[src/rtl/op_enc_pkg.sv]
// Shared encoding between the issue buffer and the control-unit decoder:
// ALU-op codes, 4-bit opcodes and the encode function mapping one to the other.
package op_enc_pkg;

  localparam int OPC_W   = 4;
  localparam int ALUOP_W = 2;

  localparam logic [ALUOP_W-1:0] ALU_ADD = 2'b00;
  localparam logic [ALUOP_W-1:0] ALU_SUB = 2'b01;
  localparam logic [ALUOP_W-1:0] ALU_AND = 2'b10;
  localparam logic [ALUOP_W-1:0] ALU_NOP = 2'b11;

  localparam logic [OPC_W-1:0] OPC_ADD = 4'b0001;
  localparam logic [OPC_W-1:0] OPC_SUB = 4'b0011;
  localparam logic [OPC_W-1:0] OPC_AND = 4'b0100;
  // Falls into the decoder's default arm: no register write, no memory access.
  localparam logic [OPC_W-1:0] OPC_NOP = 4'b0000;

  function automatic logic [OPC_W-1:0] encode_op(input logic [ALUOP_W-1:0] alu_op);
    logic [OPC_W-1:0] opc;
    opc = OPC_NOP;
    unique case (alu_op)
      ALU_ADD: opc = OPC_ADD;
      ALU_SUB: opc = OPC_SUB;
      ALU_AND: opc = OPC_AND;
      default: opc = OPC_NOP;
    endcase
    return opc;
  endfunction

endpackage

[src/rtl/op_encode_issue_fifo.sv]
// Synchronous first-word-fall-through FIFO with occupancy count; flush clears
// the pointers and count, and storage is reset so the head reads zero when empty.
module op_sync_fifo #(
  parameter int WIDTH = 13,
  parameter int DEPTH = 4,
  localparam int PW = $clog2(DEPTH),
  localparam int CW = $clog2(DEPTH + 1)
) (
  input  logic             i_clk,
  input  logic             i_rst_n,
  input  logic             i_flush,
  input  logic             i_push,
  input  logic             i_pop,
  input  logic [WIDTH-1:0] i_wdata,
  output logic [WIDTH-1:0] o_rdata,
  output logic [CW-1:0]    o_count,
  output logic             o_full,
  output logic             o_empty
);

  logic [WIDTH-1:0] r_mem [DEPTH];
  logic [PW-1:0]    r_wr_ptr;
  logic [PW-1:0]    r_rd_ptr;
  logic [CW-1:0]    r_count;

  logic w_full;
  logic w_empty;
  logic w_push;
  logic w_pop;

  assign w_full  = (r_count == CW'(DEPTH));
  assign w_empty = (r_count == '0);

  // Full never accepts a push, even alongside a pop; flush overrides both.
  assign w_push = i_push && !w_full  && !i_flush;
  assign w_pop  = i_pop  && !w_empty && !i_flush;

  always_ff @(posedge i_clk or negedge i_rst_n) begin
    if (!i_rst_n) begin
      for (int i = 0; i < DEPTH; i++) begin
        r_mem[i] <= '0;
      end
    end else if (w_push) begin
      r_mem[r_wr_ptr] <= i_wdata;
    end
  end

  always_ff @(posedge i_clk or negedge i_rst_n) begin
    if (!i_rst_n) begin
      r_wr_ptr <= '0;
      r_rd_ptr <= '0;
      r_count  <= '0;
    end else if (i_flush) begin
      r_wr_ptr <= '0;
      r_rd_ptr <= '0;
      r_count  <= '0;
    end else begin
      if (w_push) begin
        r_wr_ptr <= r_wr_ptr + PW'(1);
      end
      if (w_pop) begin
        r_rd_ptr <= r_rd_ptr + PW'(1);
      end
      unique case ({w_push, w_pop})
        2'b10:   r_count <= r_count + CW'(1);
        2'b01:   r_count <= r_count - CW'(1);
        default: r_count <= r_count;
      endcase
    end
  end

  assign o_rdata = r_mem[r_rd_ptr];
  assign o_count = r_count;
  assign o_full  = w_full;
  assign o_empty = w_empty;

endmodule

[src/rtl/op_encode_issue.sv]
// Encodes ALU-op requests into control-unit opcodes and buffers them for issue.
// Define OP_ENC_DROP_NOP_EN to accept NOP requests without enqueuing them.
module op_encode_issue
  import op_enc_pkg::*;
#(
  parameter int DEPTH = 4,
  parameter int RA_W  = 3
) (
  input  logic                       clk,
  input  logic                       rst_n,
  input  logic                       flush,
  input  logic                       req_valid,
  output logic                       req_ready,
  input  logic [ALUOP_W-1:0]         req_op,
  input  logic [RA_W-1:0]            req_rd,
  input  logic [RA_W-1:0]            req_rs1,
  input  logic [RA_W-1:0]            req_rs2,
  output logic                       iss_valid,
  input  logic                       iss_ready,
  output logic [OPC_W-1:0]           iss_opcode,
  output logic [RA_W-1:0]            iss_rd,
  output logic [RA_W-1:0]            iss_rs1,
  output logic [RA_W-1:0]            iss_rs2,
  output logic [$clog2(DEPTH+1)-1:0] count
);

  localparam int WORD_W = OPC_W + 3 * RA_W;
  localparam int CW     = $clog2(DEPTH + 1);

  logic [OPC_W-1:0]  w_opcode;
  logic [WORD_W-1:0] w_wdata;
  logic [WORD_W-1:0] w_rdata;
  logic [CW-1:0]     w_count;
  logic              w_full;
  logic              w_empty;
  logic              w_store;
  logic              w_push;
  logic              w_pop;

  // Opcode is fixed at push time; storage never sees the raw ALU op.
  assign w_opcode = encode_op(req_op);
  assign w_wdata  = {w_opcode, req_rd, req_rs1, req_rs2};

`ifdef OP_ENC_DROP_NOP_EN
  assign w_store = (req_op != ALU_NOP);
`else
  assign w_store = 1'b1;
`endif

  assign req_ready = !w_full;
  assign iss_valid = !w_empty;
  assign w_push    = req_valid && req_ready && w_store;
  assign w_pop     = iss_valid && iss_ready;

  op_sync_fifo #(
    .WIDTH (WORD_W),
    .DEPTH (DEPTH)
  ) u_fifo (
    .i_clk   (clk),
    .i_rst_n (rst_n),
    .i_flush (flush),
    .i_push  (w_push),
    .i_pop   (w_pop),
    .i_wdata (w_wdata),
    .o_rdata (w_rdata),
    .o_count (w_count),
    .o_full  (w_full),
    .o_empty (w_empty)
  );

  assign {iss_opcode, iss_rd, iss_rs1, iss_rs2} = w_rdata;
  assign count = w_count;

endmodule

[config.mk]
export PLATFORM = sky130hd
export DESIGN_NAME = op_encode_issue
export DESIGN_NICKNAME = d
export VERILOG_FILES = /design/src/rtl/op_enc_pkg.sv /design/src/rtl/op_encode_issue_fifo.sv /design/src/rtl/op_encode_issue.sv
export SDC_FILE = /design/constraint.sdc
export NUM_CORES = 1
export LEC_CHECK = 0
export ABC_AREA = 1
export ABC_CLOCK_PERIOD_IN_PS = 5400
export BUFFER_PORTS_ARGS = -buffer_cell sky130_fd_sc_hd__buf_2
export CAP_MARGIN = 20
export CORE_ASPECT_RATIO = 1.1
export CORE_MARGIN = 4
export CORE_UTILIZATION = 25
export DETAILED_ROUTE_END_ITERATION = 16
export HOLD_SLACK_MARGIN = 0.03
export SETUP_SLACK_MARGIN = 0.2
export SLEW_MARGIN = 20
export SYNTH_ARGS = -nofsm -noshare
export SYNTH_HDL_FRONTEND = slang
export SYNTH_SLANG_ARGS = --single-unit
[constraint.sdc]
create_clock -name clk -period 5.4 [get_ports clk]
set_clock_uncertainty 0.15 [all_clocks]
set_input_delay 0.54 -clock clk [delete_from_list [all_inputs] [get_ports clk]]
set_output_delay 0.54 -clock clk [all_outputs]
set_load 0.01 [all_outputs]
==> summary.md, run 1 <==
| Metric | Value |
|---|---|
| Status | complete, no violations |
| Startpoint types | register |
| Area Overhead vs Synth | 13.79% |
| H-tree levels | 2 |
| Via count | 2098 |
| Clock root cell | clkbuf_16 |
| Worst relative slew slack | 47.22% |
| Post-synth ARST share | 100.0% |
| Sum Neg Setup Slack | 0 ns |
| HP Class | primary input to asynchronous set/reset pin |
| Top area cells in the synthesized netlist | dfrtp_1 (51%), nand2_1 (11%), o21ai_2 (5.8%), o21ai_0 (5.0%), o21ai_1 (4.0%) |
| IO Port Bufs | 32 |
| Tmin final | just over 3 ns |
| Largest net degree at the start of global routing | 56 |
| Hold buffers post-CTS | 0 |
| Top cells by count, synth | nand2_1 (81), dfrtp_1 (55), nor2_1 (28), o21ai_0 (27), inv_1 (23) |
| Ratio of cells with drive above 1 in the final layout | 21.32% |
| DR DRC count | 0 |
| Switching portion of total power | 36.22% |
| Gp weighted congestion | 0.8158 |
| Setup CP Type | register to output pin |
| Final wirelength | about 6 mm |
| Ys flop type | dfrtp_1 |
| CP required | 4.71 ns |
| Initial drt markers | 108 |
| Post-layout nets | approximately 350 |
| Netlist Area Pre-Place | 2723 sq um |
| Die W | about 110 um |
| #FFs+latches synth | 55 |
| CTS clk-pin slew, worst paths | 0.07 ns |
| Drt wl/cell | around 13 um |
| Clock Tree Buf Depth | 2 |
| Fill cell count | between 1000 and 1500 |
| Post_cts resized | 0 |
| Switching power | 0.5605 mW |
| First-pass GRT wire length | between 10 and 15 mm |
| Most common cell in the synthesized netlist | nand2_1 |
| Overall Global Routing Usage | 9.903% |
| Num rows | 39 |
| Core area | 10540 sq um |
| Setup Fix Bufs, Post-CTS | 0 |
| Final Core Density | 29.39% |
| Syn Area/Cell | 8.840 sq um |
| ANT cells | 0 |
| Power per cell area | 499.4 nW/um^2 |
| R2R cell count | 13 |
| RSZ-0062 raised after global routing | false |
| Initial antenna violation count | 0 |
| Boundary Pins | 34 |
| Crit path arrival time | 2.34 ns |
| TritonCTS clock tree | built |
| ANT nets after route | 0 |
| Post-synth top area share | about half |
| Crit Path Max Fanout | 26 |
| Seq pwr share | 44.2% |
| Die area | 12630 sq um |
| Via/cell ratio | 4.408 |
| Max_cap viols | 0 |
| # clock sinks | 55 |
| VDD IR max | 204.6 uV |
| CTS buffer count | 5 |
| Pins over their slew limit | 0 |
| Clock power frac | 21.7% |
| Pre-antenna DRT Iters | 4 |
| Logic gate share of total power | 34.1% |
| Synth area leader | dfrtp_1 |
| Die height | ~120 um |
| Register area share after synthesis | around half |
| F_max | 0.3296 GHz |
| P_int | roughly 1 mW |
| Final hold violation count | 0 |
| Yosys cell types | 26 |
| Synth warnings | 0 |
| Final period utilization | 56.18% |
| Worst-Skew Late Latency | about 0.29 ns |
| Worst setup EP type | output pin |
| LEAKAGE | ~1.6 nW |
| Setup violations, final | 0 |
| Grt ovf | 0 |
| Vias in the first global route | 2050 |
| Least-Margin Pin Slew | 0.7918 ns |
| Initial core utilization | about a quarter |
| Cells after synthesis | 308 |
| Net count after synthesis | 329 |
| EDFF count, synth | 0 |
| Dpl hpwl | between 3 and 4 mm |
-- per-stage QoR --
stage	instances	total power [mW]	instance area [sq um]	hold slack (ns)	worst slack, ns
after global routing	476	1.678	3098	0.3004	2.145
after global placement	468	1.208	2942	0.3096	2.750
after floorplan	308	1.054	2723	0.09441	3.367
after detailed placement	468	1.227	2942	0.3108	2.703
final	476	1.547	3098	0.2429	2.366
after CTS	476	1.572	3098	0.2696	2.378
-- routing by layer --
| layer | vias to the layer above | part of all wire (%) | routed length, um | track usage [%] |
|---|---|---|---|---|
| met1 | 1009 | 48 | 2893 | 14.00 |
| met3 | 5 | 4.9 | 296 | 2.743 |
| met4 | 0 | 0.81 | 49 | 2.605 |
| met5 | - | 0 | 0 | 0 |
| met2 | 45 | 46 | 2781 | 14.89 |
| li1 | 1039 | - | - | - |
-- final timing paths --
check / startpoint / to / slack [ns]
min: rst_n / u_fifo.r_mem[26] / 0.24
max reg2reg: u_fifo.o_count[0] / u_fifo.o_count[2] / 3.27
min reg2reg: u_fifo.r_mem[36] / u_fifo.r_mem[36] / 0.33
min in group clk: u_fifo.r_mem[36] / u_fifo.r_mem[36] / 0.33
max: u_fifo.r_rd_ptr[0] / iss_rs1[1] / 2.37
max in group asynchronous: rst_n / u_fifo.r_mem[45] / 4.38
-- kinds of logic (layout without fill, tap and decap cells) --
group / count (synthesis) / after routing / share of synthesized area, %
buffers and inverters: 40 / 65 / 8.180
AND/OR/NAND/NOR: 123 / 123 / 19.58
other: 1 / 1 / 0.1377
flip-flops: 55 / 55 / 50.55
AO/OA/AOI/OAI: 83 / 83 / 18.66
XOR/XNOR: 1 / 1 / 0.3217
adder cells (fa/ha/maj): 5 / 5 / 2.574
-- critical path, cell delays in order, from the launching register on --
cell and delay [ns]:
dfrtp_1 0.86, inv_1 0.59, o21ai_0 0.33, o22ai_1 0.12, buf_2 0.15
-- registers in the layout, summed over array words and instances (netlist names) --
| name | cells |
|---|---|
| u_fifo.r_mem | 48 |
| u_fifo.o_count | 3 |
| u_fifo.r_rd_ptr | 2 |
| u_fifo.r_wr_ptr | 2 |
-- cell usage in the layout, fill, tap and decap left out --
cell and instances:
inv_1 23, o21ai_1 22, o22ai_1 12, nand2_2 3, a21oi_1 2, inv_6 1, fa_1 1, clkbuf_1 1
o21ai_2 18, clkbuf_8 2, buf_4 1, nand3_4 1, o21ai_0 27, nor2_1 28, dfrtp_1 55, ha_1 4
buf_2 32, nand3_1 4, conb_1 1, a21oi_2 1, clkbuf_16 5, xnor2_1 1, nand2_4 5, nor2_4 1
nand2_1 81, a21boi_2 1
-- power groups by stage --
stage	Combinational (mW)	Clock, mW	Sequential, mW
after floorplan	0.403	0	0.651
after global placement	0.524	0	0.684
after detailed placement	0.537	0	0.690
after CTS	0.539	0.349	0.684
after global routing	0.605	0.367	0.706
final	0.527	0.336	0.684
-- area by class of cell --
cell class                      count  area (sq um)  area share [%]
Tap cell                          143         178.9           5.775
Clock buffer                        8         156.4           5.048
Inverter                           24         95.09           3.069
Multi-Input combinational cell    213          1124           36.27
Sequential cell                    55          1376           44.43
Timing Repair Buffer               33         167.7           5.412
No activity file was read; power rests on OpenSTA's default activity.
==> inputs of run 2 (changes only) <==
--- a/config.mk
+++ b/config.mk
@@ -6,7 +6,7 @@
 export NUM_CORES = 1
 export LEC_CHECK = 0
 export ABC_AREA = 1
-export ABC_CLOCK_PERIOD_IN_PS = 5400
+export ABC_CLOCK_PERIOD_IN_PS = 2500
 export BUFFER_PORTS_ARGS = -buffer_cell sky130_fd_sc_hd__buf_2
 export CAP_MARGIN = 20
 export CORE_ASPECT_RATIO = 1.1
==> constraint.sdc (replaced) <==
create_clock -name clk -period 2.5 [get_ports clk]
set_clock_uncertainty 0.15 [all_clocks]
set_input_delay 0.25 -clock clk [delete_from_list [all_inputs] [get_ports clk]]
set_output_delay 0.25 -clock clk [all_outputs]
set_load 0.01 [all_outputs]
==> run 2 against run 1 <==
- clock power up 110%
- first-iteration DRC count down 1.9%
- via count down 0.48%
- largest cell class unchanged
==> summary.md, run 2 (synthesized netlist as in run 1, its figures left out) <==
| Metric | Value |
|---|---|
| Setup CP Type | register to register |
| Setup violations, final | 0 |
| Startpoint types | register |
| Power per cell area | 1073 nW/um^2 |
| Overall Global Routing Usage | roughly a tenth |
| Dpl hpwl | 4.192 mm |
| DR DRC count | 0 |
| Final Core Density | 29.76% |
| R2R Setup Slk | 0.41 ns |
| Most frequent cells in the layout | nand2_1 (81), dfrtp_1 (55), buf_2 (32) |
| Pins over their slew limit | 0 |
| Largest net degree at the start of global routing | 29 |
| Final wirelength | 6.129 mm |
| H-tree levels | 2 |
| CTS clk-pin slew, worst paths | approximately 0.070 ns |
| Drt wl/cell | between 10 and 15 um |
| CTS buffer count | 5 |
| CP max stage cell | dfrtp_1 |
| CP most frequent cell | nand2_1 |
| Wire length on met2 | 2.849 mm |
| Area Overhead vs Synth | 15.21% |
| ANT cells | 0 |
| Via count | between 2000 and 2500 |
| Clock Tree Buf Depth | 2 |
| RSZ-0062 raised after global routing | false |
| CP required | 2.53 ns |
| Highest metal used | met4 |
| Final hold slack | roughly 0.072 ns |
| Die height | 117.5 um |
| Boundary Pins | 34 |
| Sum Neg Setup Slack | 0 ns |
| ANT nets after route | 0 |
| Die W | 107.5 um |
| Worst hold path cell count | 2 |
| Design Power | 3.365 mW |
| Initial drt markers | around 110 |
| Final period utilization | 83.43% |
| F_max | 0.4795 GHz |
| Pre-antenna DRT Iters | 4 |
| Final hold violation count | 0 |
| Num rows | 39 |
| Buffer and inverter count on the worst path | 2 |
| Worst setup EP type | register |
| Crit Path Max Fanout | 5 |
| Hold EP | u_fifo.r_mem[22] |
| Worst relative slew slack | 58.13% |
| First-pass GRT wire length | 10.25 mm |
| Via/cell ratio | 4.341 |
| # clock sinks | 55 |
| IO Port Bufs | 32 |
| Most common cell after layout, fill and taps aside | nand2_1 |
| Ratio of cells with drive above 1 in the final layout | 22.49% |
| Initial antenna violation count | 0 |
| Reg-to-reg startpoint | u_fifo.o_count[0] |
| Gp weighted congestion | 0.7383 |
| Top delay family on crit path | simple AND/OR/NAND/NOR gates |
| Status | complete, no violations |
| HP Class | primary input to register |
| R2R cell count | 13 |
| Vias in the first global route | 2065 |
| Metal1 wirelength | 2.941 mm |
| Least-Margin Pin Slew | 0.6280 ns |
| VDD IR max | approximately 380 uV |
| Top reg by flops | u_fifo.r_mem |
| Core area | 10540 sq um |
| Die area | 12630 sq um |
| Met3 routed WL | 258 um |
| Clock root cell | clkbuf_16 |
| Reg2Reg Capture Point | u_fifo.o_count[2] |
| LEAKAGE | 1.616 nW |
| Max incr delay on CP | 0.45 ns |
| Min-delay src | req_op[1] |
| Post-layout nets | 358 |
| CP Cell Sequence | nor2_4, nand2_2, nand2_2, nor2_1, nand2_1, inv_1, fa_1, xnor2_1, inv_1, nand2_1, nand2_1, nand2_1, nand2_1 |
| Initial core utilization | 25.83% |
| Worst-Skew Late Latency | 0.29 ns |
| Crit path arrival time | 2.12 ns |
| Grt ovf | 0 |
| Fill cell count | roughly 1200 |
| Max FFs per register | 48 |
| Max_cap viols | 0 |
| TritonCTS clock tree | built |
| Tmin final | 2.086 ns |
## run 2: how the worst max path moves through the flow
stage	startpoint	to	slack, ns	depth (start not counted)
CTS	u_fifo.o_count[0]	u_fifo.o_count[2]	0.41	13
global route	u_fifo.o_count[0]	u_fifo.o_count[2]	0.22	13
finish	u_fifo.o_count[0]	u_fifo.o_count[2]	0.41	13
global placement	u_fifo.o_count[0]	u_fifo.o_count[2]	0.46	13
floorplan	u_fifo.o_count[0]	u_fifo.o_count[2]	0.47	13
detailed placement	u_fifo.o_count[0]	u_fifo.o_count[2]	0.42	13
## run 2: what timing repair did
action / CTS / global route
endpoints found under the hold margin: 26 / 0
hold buffers: 1 / 0
setup buffers: 0 / 0
gates resized for setup: 0 / 0
## run 2: cell type report
cell class | count | area (sq um) | share of cell area (%)
Inverter | 24 | 95.09 | 3.032
Multi-Input combinational cell | 213 | 1124 | 35.82
Clock buffer | 6 | 138.9 | 4.428
Sequential cell | 55 | 1376 | 43.88
Tap cell | 143 | 178.9 | 5.704
Clock inverter | 2 | 16.27 | 0.5185
Timing Repair Buffer | 38 | 207.7 | 6.621
## run 2: where the power goes
part | switching, mW | internal (mW)
clock network | 0.321 | 0.401
registers | 0.200 | 1.23
logic | 0.720 | 0.487
## run 2: routing by layer
metal,vias up,track usage [%]
met5,-,0
met4,0,2.841
li1,1054,-
met3,8,1.920
met2,41,16.02
met1,985,13.97
## run 2: metrics by stage
stage	setup WS [ns]	cell area, sq um	std cells
final	0.4143	3137	481
after global routing	0.2163	3137	481
after CTS	0.4066	3137	481
after detailed placement	0.4237	2972	472
after global placement	0.4606	2972	472
after floorplan	0.4673	2723	308
